===== src/rtl/branch_resolve_unit.sv =====
// Conditional-branch resolver: per-index 2-bit saturating direction predictors,
// EX-stage condition evaluation, mispredict detection and a fixed-length flush sequence.
module branch_resolve_unit #(
    parameter int         WordSize    = 32,
    parameter int         IdxBits     = 6,
    parameter logic [1:0] InitState   = 2'b01,
    parameter int         FlushCycles = 2,
    parameter int         CntW        = 16
) (
    input  logic                clk,
    input  logic                rst,
    input  logic [WordSize-1:0] if_pc,
    output logic                pred_taken,
    input  logic                ex_valid,
    input  logic [WordSize-1:0] ex_pc,
    input  logic                ex_pred_taken,
    input  logic [1:0]          branch_cond,
    input  logic [WordSize-1:0] alu_out,
    input  logic [WordSize-1:0] ex_target,
    input  logic [WordSize-1:0] ex_pc_plus4,
    output logic                act_taken,
    output logic                flush,
    output logic [WordSize-1:0] npc,
    output logic [CntW-1:0]     mispredict_cnt
);

    localparam int Depth = 2 ** IdxBits;
    localparam int FcW   = (FlushCycles > 1) ? $clog2(FlushCycles) : 1;

    typedef enum logic {
        IDLE,
        FLUSH
    } state_t;

    state_t              state_reg, state_next;
    logic [FcW-1:0]      fcnt_reg, fcnt_next;
    logic [WordSize-1:0] npc_reg, npc_next;
    logic [CntW-1:0]     mcnt_reg;
    logic [1:0]          ctr_reg [Depth];

    logic [IdxBits-1:0]  if_idx;
    logic [IdxBits-1:0]  ex_idx;
    logic                acc;
    logic                mp;
    logic                unused_bits;

    assign if_idx = if_pc[IdxBits+1:2];
    assign ex_idx = ex_pc[IdxBits+1:2];
    assign unused_bits = ^{if_pc[1:0], if_pc[WordSize-1:IdxBits+2],
                           ex_pc[1:0], ex_pc[WordSize-1:IdxBits+2]};

    // Asynchronous table read: a write on this edge is only seen next cycle.
    assign pred_taken = ctr_reg[if_idx][1];

    always_comb begin
        act_taken = 1'b0;
        case (branch_cond)
            2'b00:   act_taken = 1'b0;
            2'b01:   act_taken = (alu_out == '0);
            2'b10:   act_taken = (alu_out != '0);
            default: act_taken = alu_out[WordSize-1];
        endcase
    end

    // Branches arriving during a flush are wrong-path and are ignored entirely.
    assign flush = (state_reg == FLUSH);
    assign acc   = ex_valid & ~flush;
    assign mp    = acc & (act_taken != ex_pred_taken);

    always_ff @(posedge clk or posedge rst) begin
        if (rst) begin
            for (int i = 0; i < Depth; i++) begin
                ctr_reg[i] <= InitState;
            end
        end else if (acc) begin
            if (act_taken && (ctr_reg[ex_idx] != 2'b11)) begin
                ctr_reg[ex_idx] <= ctr_reg[ex_idx] + 2'd1;
            end else if (!act_taken && (ctr_reg[ex_idx] != 2'b00)) begin
                ctr_reg[ex_idx] <= ctr_reg[ex_idx] - 2'd1;
            end
        end
    end

    always_comb begin
        state_next = state_reg;
        fcnt_next  = fcnt_reg;
        npc_next   = npc_reg;
        case (state_reg)
            IDLE: begin
                if (mp) begin
                    state_next = FLUSH;
                    fcnt_next  = FcW'(FlushCycles - 1);
                    npc_next   = act_taken ? ex_target : ex_pc_plus4;
                end
            end
            FLUSH: begin
                if (fcnt_reg != '0) begin
                    fcnt_next = fcnt_reg - FcW'(1);
                end else begin
                    state_next = IDLE;
                end
            end
            default: state_next = IDLE;
        endcase
    end

    always_ff @(posedge clk or posedge rst) begin
        if (rst) begin
            state_reg <= IDLE;
            fcnt_reg  <= '0;
            npc_reg   <= '0;
            mcnt_reg  <= '0;
        end else begin
            state_reg <= state_next;
            fcnt_reg  <= fcnt_next;
            npc_reg   <= npc_next;
            if (mp && (mcnt_reg != '1)) begin
                mcnt_reg <= mcnt_reg + CntW'(1);
            end
        end
    end

    assign npc            = npc_reg;
    assign mispredict_cnt = mcnt_reg;

endmodule


===== config.mk =====
export PLATFORM = sky130hd
export DESIGN_NAME = branch_resolve_unit
export DESIGN_NICKNAME = d
export VERILOG_FILES = /design/src/rtl/branch_resolve_unit.sv
export SDC_FILE = /design/constraint.sdc
export NUM_CORES = 1
export LEC_CHECK = 0
export ABC_AREA = 1
export CELL_PAD_IN_SITES_DETAIL_PLACEMENT = 0
export CELL_PAD_IN_SITES_GLOBAL_PLACEMENT = 1
export CORE_MARGIN = 5
export CORE_UTILIZATION = 37
export DETAILED_ROUTE_END_ITERATION = 7
export PLACE_DENSITY_LB_ADDON = 0.1
export SETUP_SLACK_MARGIN = 0.5
export SLEW_MARGIN = 20
export SYNTH_ARGS = -nofsm -noshare
export SYNTH_HDL_FRONTEND = slang
export SYNTH_SLANG_ARGS = --single-unit

===== constraint.sdc =====
create_clock -name clk -period 7.7 [get_ports clk]
set_clock_uncertainty 0.2 [all_clocks]
set_input_delay 2.31 -clock clk [delete_from_list [all_inputs] [get_ports clk]]
set_output_delay 2.31 -clock clk [all_outputs]
set_load 0.02 [all_outputs]

# Word level (Yosys, flattened, before mapping)
# Index checks and enable logic that the tools add are counted.
# word_totals
regBits	178
in_bits	166
out_inout_bits	51
word_cells	118
# classes
addsub	4
magnitude_cmp	3
n_eq_ne	6
muxes	20
bitwise	5
n_reduce_logical	12
# op_table
operator	count
bitwise mux 128 bit	2
2-to-1 mux 128 bit	2
zero test 32 bit	1
2-to-1 mux 32 bit	1
nonzero test 32 bit	1
binary-select mux 2 bit (select 6 bit)	2
adder 16 x 1 -> 16 bit, second input constant	1
inequality test 16 bit, second input constant	1
greater-or-equal comparator 7 bit, second input constant	2
inverter 6 -> 7 bit	2
demux 2 bit (select 6 bit)	1
2-to-1 mux 2 bit	5
less-than comparator 7 x 1 -> 1 bit, second input constant	1
logical AND 1 bit	4
2-to-1 mux 1 bit	4
inequality test 2 bit, second input constant	2
case mux 1 bit (2 select lines)	2
AND reduction 2 bit	2
nonzero test 2 bit	2
case mux 1 bit (3 select lines)	1
adder 2 x 1 -> 2 bit, second input constant	1
AND 1 bit	2
equality test 2 x 1 -> 1 bit, second input constant	1
equality test 2 bit, second input constant	1
6 further kinds	6

# Logic depth before layout (Yosys ltp)
# Gate-level depths: netlist of run 1.
# logic_depth
word_depth	8
mapped_depth	22
depth_no_buf	19

# Worst setup path before layout of run 1
# Ideal clock, no wire load.
# synth_path
kind	in2out
start	input if_pc[2]
end	output pred_taken
arrival_ps	3473
required_ps	5190
slack_ps	1717
stages	10
n_path_buf	2
cell_sequence	clkbuf_1 clkbuf_1 o21ai_0 o22ai_1 nand2_1 nand2_1 a21oi_1 o21ai_0 nand3_1 nand2_1
# synth_between
elab_chain_len	4
# synth_rtl
element	line_no	text
start, declared	12	input logic [WordSize-1:0] if_pc,
inverter 6 -> 7 bit (not written as such)	53	assign pred_taken = ctr_reg[if_idx][1];
binary-select mux 2 bit (select 6 bit)	53	
2-to-1 mux 2 bit (not written as such) (2 in a row)	53	
end, declared	13	output logic pred_taken,
# Every way passes these cells. The select of a mux whose other input is x is not followed.

# Worst setup path after layout of run 1
# Ends and elaborated chain as after synthesis.

==> results.py, run 1 <==
metrics = {
    "final_layout": {
        "drive_gt1_frac": 0.07971,
        "diodes": 0,
        "fin_cells": 2328,
        "layout.nets": 2088,
        "area_growth_pct": 22.36,
    },
    "timing": {
        "rsz0062_at_grt": "no",
        "slew_headroom": 0.3914,
        "fmax_ghz": 0.1467,
        "fin_ws_ps": 882.7,
        "fin_setup_tns_ps": 0,
        "worst-slew-pin-transition_ps": 906.0,
        "holdWs_ps": 268.6,
        "setup_viol": 0,
        "min_period_ps": 6817,
        "period_share": 0.8854,
        "finalHoldViolations": 0,
        "maxSlewViolCount": 0,
    },
    "global_routing": {
        "grtUsageTotal": 0.2419,
        "grt_pass1_wl_um": 67700,
        "grt_max_degree": 129,
        "grt_pass1_vias": 11872,
        "grt-ovfl-total": 0,
        "antenna_found_initial": 0,
    },
    "cts": {
        "cts_tree": "done",
        "ctsRootBufferMaster": "clkbuf_16",
        "cts_buffers": 17,
        "htreeDepth": 4,
        "path_clk_slew_ps": 70,
        "insertion_delay_ps": 460,
        "clock-sinks": 178,
        "cts_buffer_depth": 2,
    },
    "hold_path": {
        "hp-class": "flop to flop",
        "hold_depth": 2,
    },
    "die": {
        "row_count": 64,
        "die_area_um2": 34930,
        "fp.coreArea_um2": 30750,
        "die_h_um": 186.9,
        "start_util": 0.3765,
        "die_w_um": 186.9,
        "pin_count": 217,
    },
    "setup_path": {
        "critPathCaptureType": "primary output",
        "crit_arrival_ps": 4310,
        "crit_fanout": 16,
        "required_ps": 5190,
        "cp_slowest_cell": "clkdlybuf4s50_1",
        "worstSetupStartpointType": "input port",
        "cp_cell_sequence": "clkdlybuf4s50_1 > buf_4 > inv_1 > buf_4 > o21ai_0 > o22ai_1 > nand2_1 > nand2_1 > a21oi_1 > o21ai_0 > nand3_1 > nand2_1 > dlymetal6s2s_1",
        "r2r_end": "ctr_reg[1]",
        "cpMostUsedCell": "nand2_1",
        "path_class": "input port to primary output",
        "slowest_delay_ps": 510,
        "rr_worst_depth": 19,
        "r2r_slack_ps": 4380,
    },
    "logic_synthesis": {
        "async_reset_ff_frac": 1.000,
        "synth_commonest_cells": "nand2_1, nand3_1, nor2_1",
        "synthFlopType": "dfrtp_1",
        "synth_top_area_cell": "nand2_1",
        "synth_cell_types": 35,
        "synth_top_area_frac": 0.2710,
        "synth_edf_count": 0,
        "synthMuxAreaShare": 0,
        "yosys.area_share.simple": 0.4818,
        "synth.cell_area_um2": 11580,
        "synth_xor_area_frac": 0.01059,
        "synth.yosys.seq_area_share": 0.3917,
        "synth_fp_nets": 1982,
        "yosys-top-cells-area": "nand2_1, dfrtp_1, dfstp_2",
        "avgSynthCellArea_um2": 6.386,
        "ys_ff_latch": 178,
        "yosys_warnings": 0,
        "synth_top_family_by_area": "simple AND/OR/NAND/NOR gates",
        "synthAdderAreaFrac": 0.003242,
        "synth_most_common_cell": "nand2_1",
        "syn_inst": 1813,
        "synth_compound_area_frac": 0.04204,
    },
    "status": {
        "status": "complete, no violations",
    },
    "power_and_ir_drop": {
        "p_total_uw": 3091,
        "powerDensity_nw_per_um2": 218.2,
        "power.switching_uw": 1132,
        "ir_worst_vdd_v": 0.0001578,
        "netSwitchingFraction": 0.3662,
        "intPower_uw": 1959,
        "p_leak_uw": 0.006942,
        "seq_power_share": 0.395,
        "power_frac_clock": 0.298,
        "p_comb_frac": 0.306,
    },
    "drt": {
        "drt-vias-per-instance": 5.311,
        "wl_per_cell_um": 18.31,
        "first_pass_iters": 5,
        "remaining_drc_errors": 0,
        "drtAntennaViolNets": 0,
        "first_iter_violations": 1145,
        "wl_um": 42620,
        "vias": 12365,
    },
    "placed_design": {
        "place_hpwl_um": 26800,
        "pre_cts_slack_ps": 540.0,
        "dp.cells": 2295,
        "gp_congestion": 0.9006,
        "io_buffers": 164,
    },
    "run": {
        "maxCapViolCount": 0,
    },
}
## layer usage
layer | vias to the layer above | GRT usage | share of wire
li1 | 6036 | - | -
met1 | 5898 | 0.3296 | 0.45
met2 | 391 | 0.4042 | 0.47
met3 | 40 | 0.04031 | 0.056
met4 | 0 | 0.05859 | 0.016
met5 | - | 0 | 0
## cell usage in the layout, fill, tap and decap left out, types with 4 or more instances in the layout
master and instances:
dfrtp_1 114, xnor2_1 4, o22ai_1 14, nor2_4 4, nor2_1 154, nand2_1 836
nor3_1 52, inv_1 71, clkbuf_16 17, xor2_1 10, nand4_1 52, dfstp_2 64
clkdlybuf4s50_1 162, a22oi_1 7, o21ai_0 44, inv_6 6, a21oi_1 14, buf_4 35
nand3_1 227
## metrics by stage
stage / utilization / cell area, um^2
after global placement: 0.4403 / 13540
after CTS: 0.4596 / 14130
after floorplan: - / 11580
after detailed placement: 0.4403 / 13540
final: 0.4607 / 14170
after global routing: 0.4607 / 14170
## final cells by class
type | count | area, um^2
clock buffer | 18 | 429.2
clock inverter | 14 | 163.9
timing repair buffer | 204 | 2001
sequential | 178 | 4534
fill | 3256 | 16580
tap | 396 | 495.5
multi-input combinational | 1442 | 6252
inverter | 76 | 290.3
## how the worst max path moves through the flow
stage            endpoint  slack [ps]  startpoint  cells after the start
3_5_place_dp   pred_taken         540    if_pc[2]                     12
5_1_grt        pred_taken         700    if_pc[2]                     13
6_report       pred_taken         880    if_pc[2]                     13
2_1_floorplan  pred_taken        1720    if_pc[2]                     10
4_1_cts        pred_taken         530    if_pc[2]                     12
3_3_place_gp   pred_taken         530    if_pc[2]                     13
## what timing repair did
action	4_1_cts	5_1_grt
hold buffers	0	0
hold endpoints to repair	0	0
endpoints found under the setup margin	0	1
resized for setup	0	1
setup buffers	0	0
## logic make-up (layout without fill, tap and decap cells)
logic type	Yosys count	in the layout
xor+xnor	14	14
fa+ha+maj	3	3
compound gates	87	87
flops	178	178
buf+inv	193	312
simple gates	1338	1338
## power by group through the flow
stage,Clock (uW),Combinational [uW],Sequential (uW)
after detailed placement,0,949,1240
after global routing,982,1030,1240
final,922,946,1220
after floorplan,0,431,1320
after CTS,941,951,1220
after global placement,0,943,1230
## critical path: cells and delay by family
family | cells | cell delay, ps
buffers and inverters | 5 | 1220
AOI/OAI and AO/OA | 4 | 470
and+or+nand+nor | 4 | 300
No activity file was read; power rests on OpenSTA's default activity.
==> run 2: changes to the inputs <==
==> constraint.sdc (replaced) <==
create_clock -name clk -period 6.3 [get_ports clk]
set_clock_uncertainty 0.2 [all_clocks]
set_input_delay 1.89 -clock clk [delete_from_list [all_inputs] [get_ports clk]]
set_output_delay 1.89 -clock clk [all_outputs]
set_load 0.02 [all_outputs]
==> run 2 against run 1 <==
- final area grew 1.2%
- register-to-register slack got worse by 1200 ps
- wire length is 1.3% higher
- worst setup slack got worse by 300 ps
- sequential share of layout area decreased by 0.38 points
- combinational power grew 26%
- first-iteration DRC count up 0.87%
- critical endpoint unchanged
- utilization is 0.55 points higher
==> results.py, run 2 (synthesis results as in run 1) <==
metrics = {
    "placed_design": {
        "gp_congestion": 0.8576,
        "placed_cell_area_um2": 13740,
        "io_buffers": 164,
        "place_hpwl_um": 28170,
    },
    "cts": {
        "post_cts.repair.setup_buffers": 0,
        "cts_buffers": 17,
        "cts_tree": "done",
        "htreeDepth": 4,
        "holdBufCountCts": 0,
        "post_cts_resized": 3,
        "cts_buffer_depth": 2,
        "insertion_delay_ps": 460,
        "clock-sinks": 178,
        "ctsRootBufferMaster": "clkbuf_16",
        "path_clk_slew_ps": 70,
    },
    "final_layout": {
        "multi_input_area_um2": 6252,
        "area_growth_pct": 23.83,
        "final_common_cell": "nand2_1",
        "seq_area_um2": 4534,
        "final_cell_mix": "nand2_1, nand3_1, clkdlybuf4s50_1",
        "utilization": 0.4662,
        "diodes": 0,
        "postLayoutCellArea_um2": 14340,
        "nFillCells": 3221,
        "drive_gt1_frac": 0.08684,
        "layout.nets": 2102,
    },
    "power_and_ir_drop": {
        "powerDensity_nw_per_um2": 266.2,
        "ir_worst_vdd_v": 0.0001962,
        "p_leak_uw": 0.007031,
        "p_total_uw": 3816,
    },
    "drt": {
        "wl_per_cell_um": 18.43,
        "first_iter_violations": 1155,
        "first_pass_iters": 6,
        "wl_um": 43170,
        "drt-vias-per-instance": 5.282,
        "remaining_drc_errors": 0,
        "vias": 12371,
        "drtAntennaViolNets": 0,
    },
    "run": {
        "maxCapViolCount": 0,
    },
    "setup_path": {
        "critPathCaptureType": "primary output",
        "r2r_slack_ps": 3150,
        "worstSetupStartpointType": "input port",
        "required_ps": 4210,
        "crit_fanout": 30,
        "path_class": "input port to primary output",
        "crit_arrival_ps": 3620,
    },
    "timing": {
        "holdWs_ps": 266.9,
        "min_period_ps": 5713,
        "maxSlewViolCount": 0,
        "slew_headroom": 0.4426,
        "fmax_ghz": 0.1751,
        "fin_setup_tns_ps": 0,
        "finalHoldViolations": 0,
        "period_share": 0.9068,
        "setup_viol": 0,
        "rsz0062_at_grt": "yes",
        "worst-slew-pin-transition_ps": 834.9,
    },
    "global_routing": {
        "grt_pass1_wl_um": 68560,
        "grt-ovfl-total": 0,
        "grt_max_degree": 99,
        "grtUsageTotal": 0.2447,
        "grt_pass1_vias": 11991,
        "antenna_found_initial": 0,
    },
    "die": {
        "row_count": 64,
        "die_area_um2": 34930,
        "pin_count": 217,
        "die_h_um": 186.9,
        "die_w_um": 186.9,
        "fp.coreArea_um2": 30750,
        "start_util": 0.3765,
    },
    "status": {
        "status": "complete, no violations",
    },
    "hold_path": {
        "hp-class": "flop to flop",
    },
}
## run 2: area by class of cell
cell class	instances	share of cell area
clock buffers	17	0.02967
multi-input cells	1442	0.4361
inverters	76	0.02016
repair buffers	218	0.1512
well taps	396	0.03456
flip-flops and latches	178	0.3163
clock inverters	15	0.01204
## run 2: routing by layer
| metal | GRT usage | vias to the layer above | share of wire |
|---|---|---|---|
| met2 | 0.4049 | 364 | 0.47 |
| met3 | 0.04517 | 48 | 0.058 |
| met4 | 0.05091 | 0 | 0.014 |
| li1 | - | 6076 | - |
| met5 | 0 | - | 0 |
| met1 | 0.3374 | 5883 | 0.46 |
## run 2: path summary, 6_finish.rpt
path,start,to,cells after the start
max,if_pc[2],pred_taken,12
min,flop,flop,2
max reg2reg,flop,flop,17
min reg2reg,flop,flop,2
max in group asynchronous,rst,asynchronous set/reset pin,4
min in group asynchronous,rst,mispredict_cnt[7],3
## run 2: critical path, stage by stage
cell,delay [ps]
dlygate4sd2_1,310
inv_1,100
buf_12,170
o21ai_0,170
o22ai_1,100
nand2_1,60
nand2_1,90
a21oi_1,140
o21ai_0,100
nand3_1,90
nand2_1,70
dlygate4sd2_1,330
## run 2: through the flow
stage	setup WS, ps	instances
3_3_place_gp	107.1	2310
3_5_place_dp	110.6	2310
2_1_floorplan	1157	1813
6_report	587.4	2342
5_1_grt	480.3	2342
4_1_cts	379.3	2342
## run 2: power by group
group	leakage [uW]	switching, uW	internal, uW	total [uW]
Clock	0.000287	534	598	1130
Combinational	0.00455	741	446	1190
Sequential	0.00220	124	1370	1500
Total	0.00703	1400	2420	3820
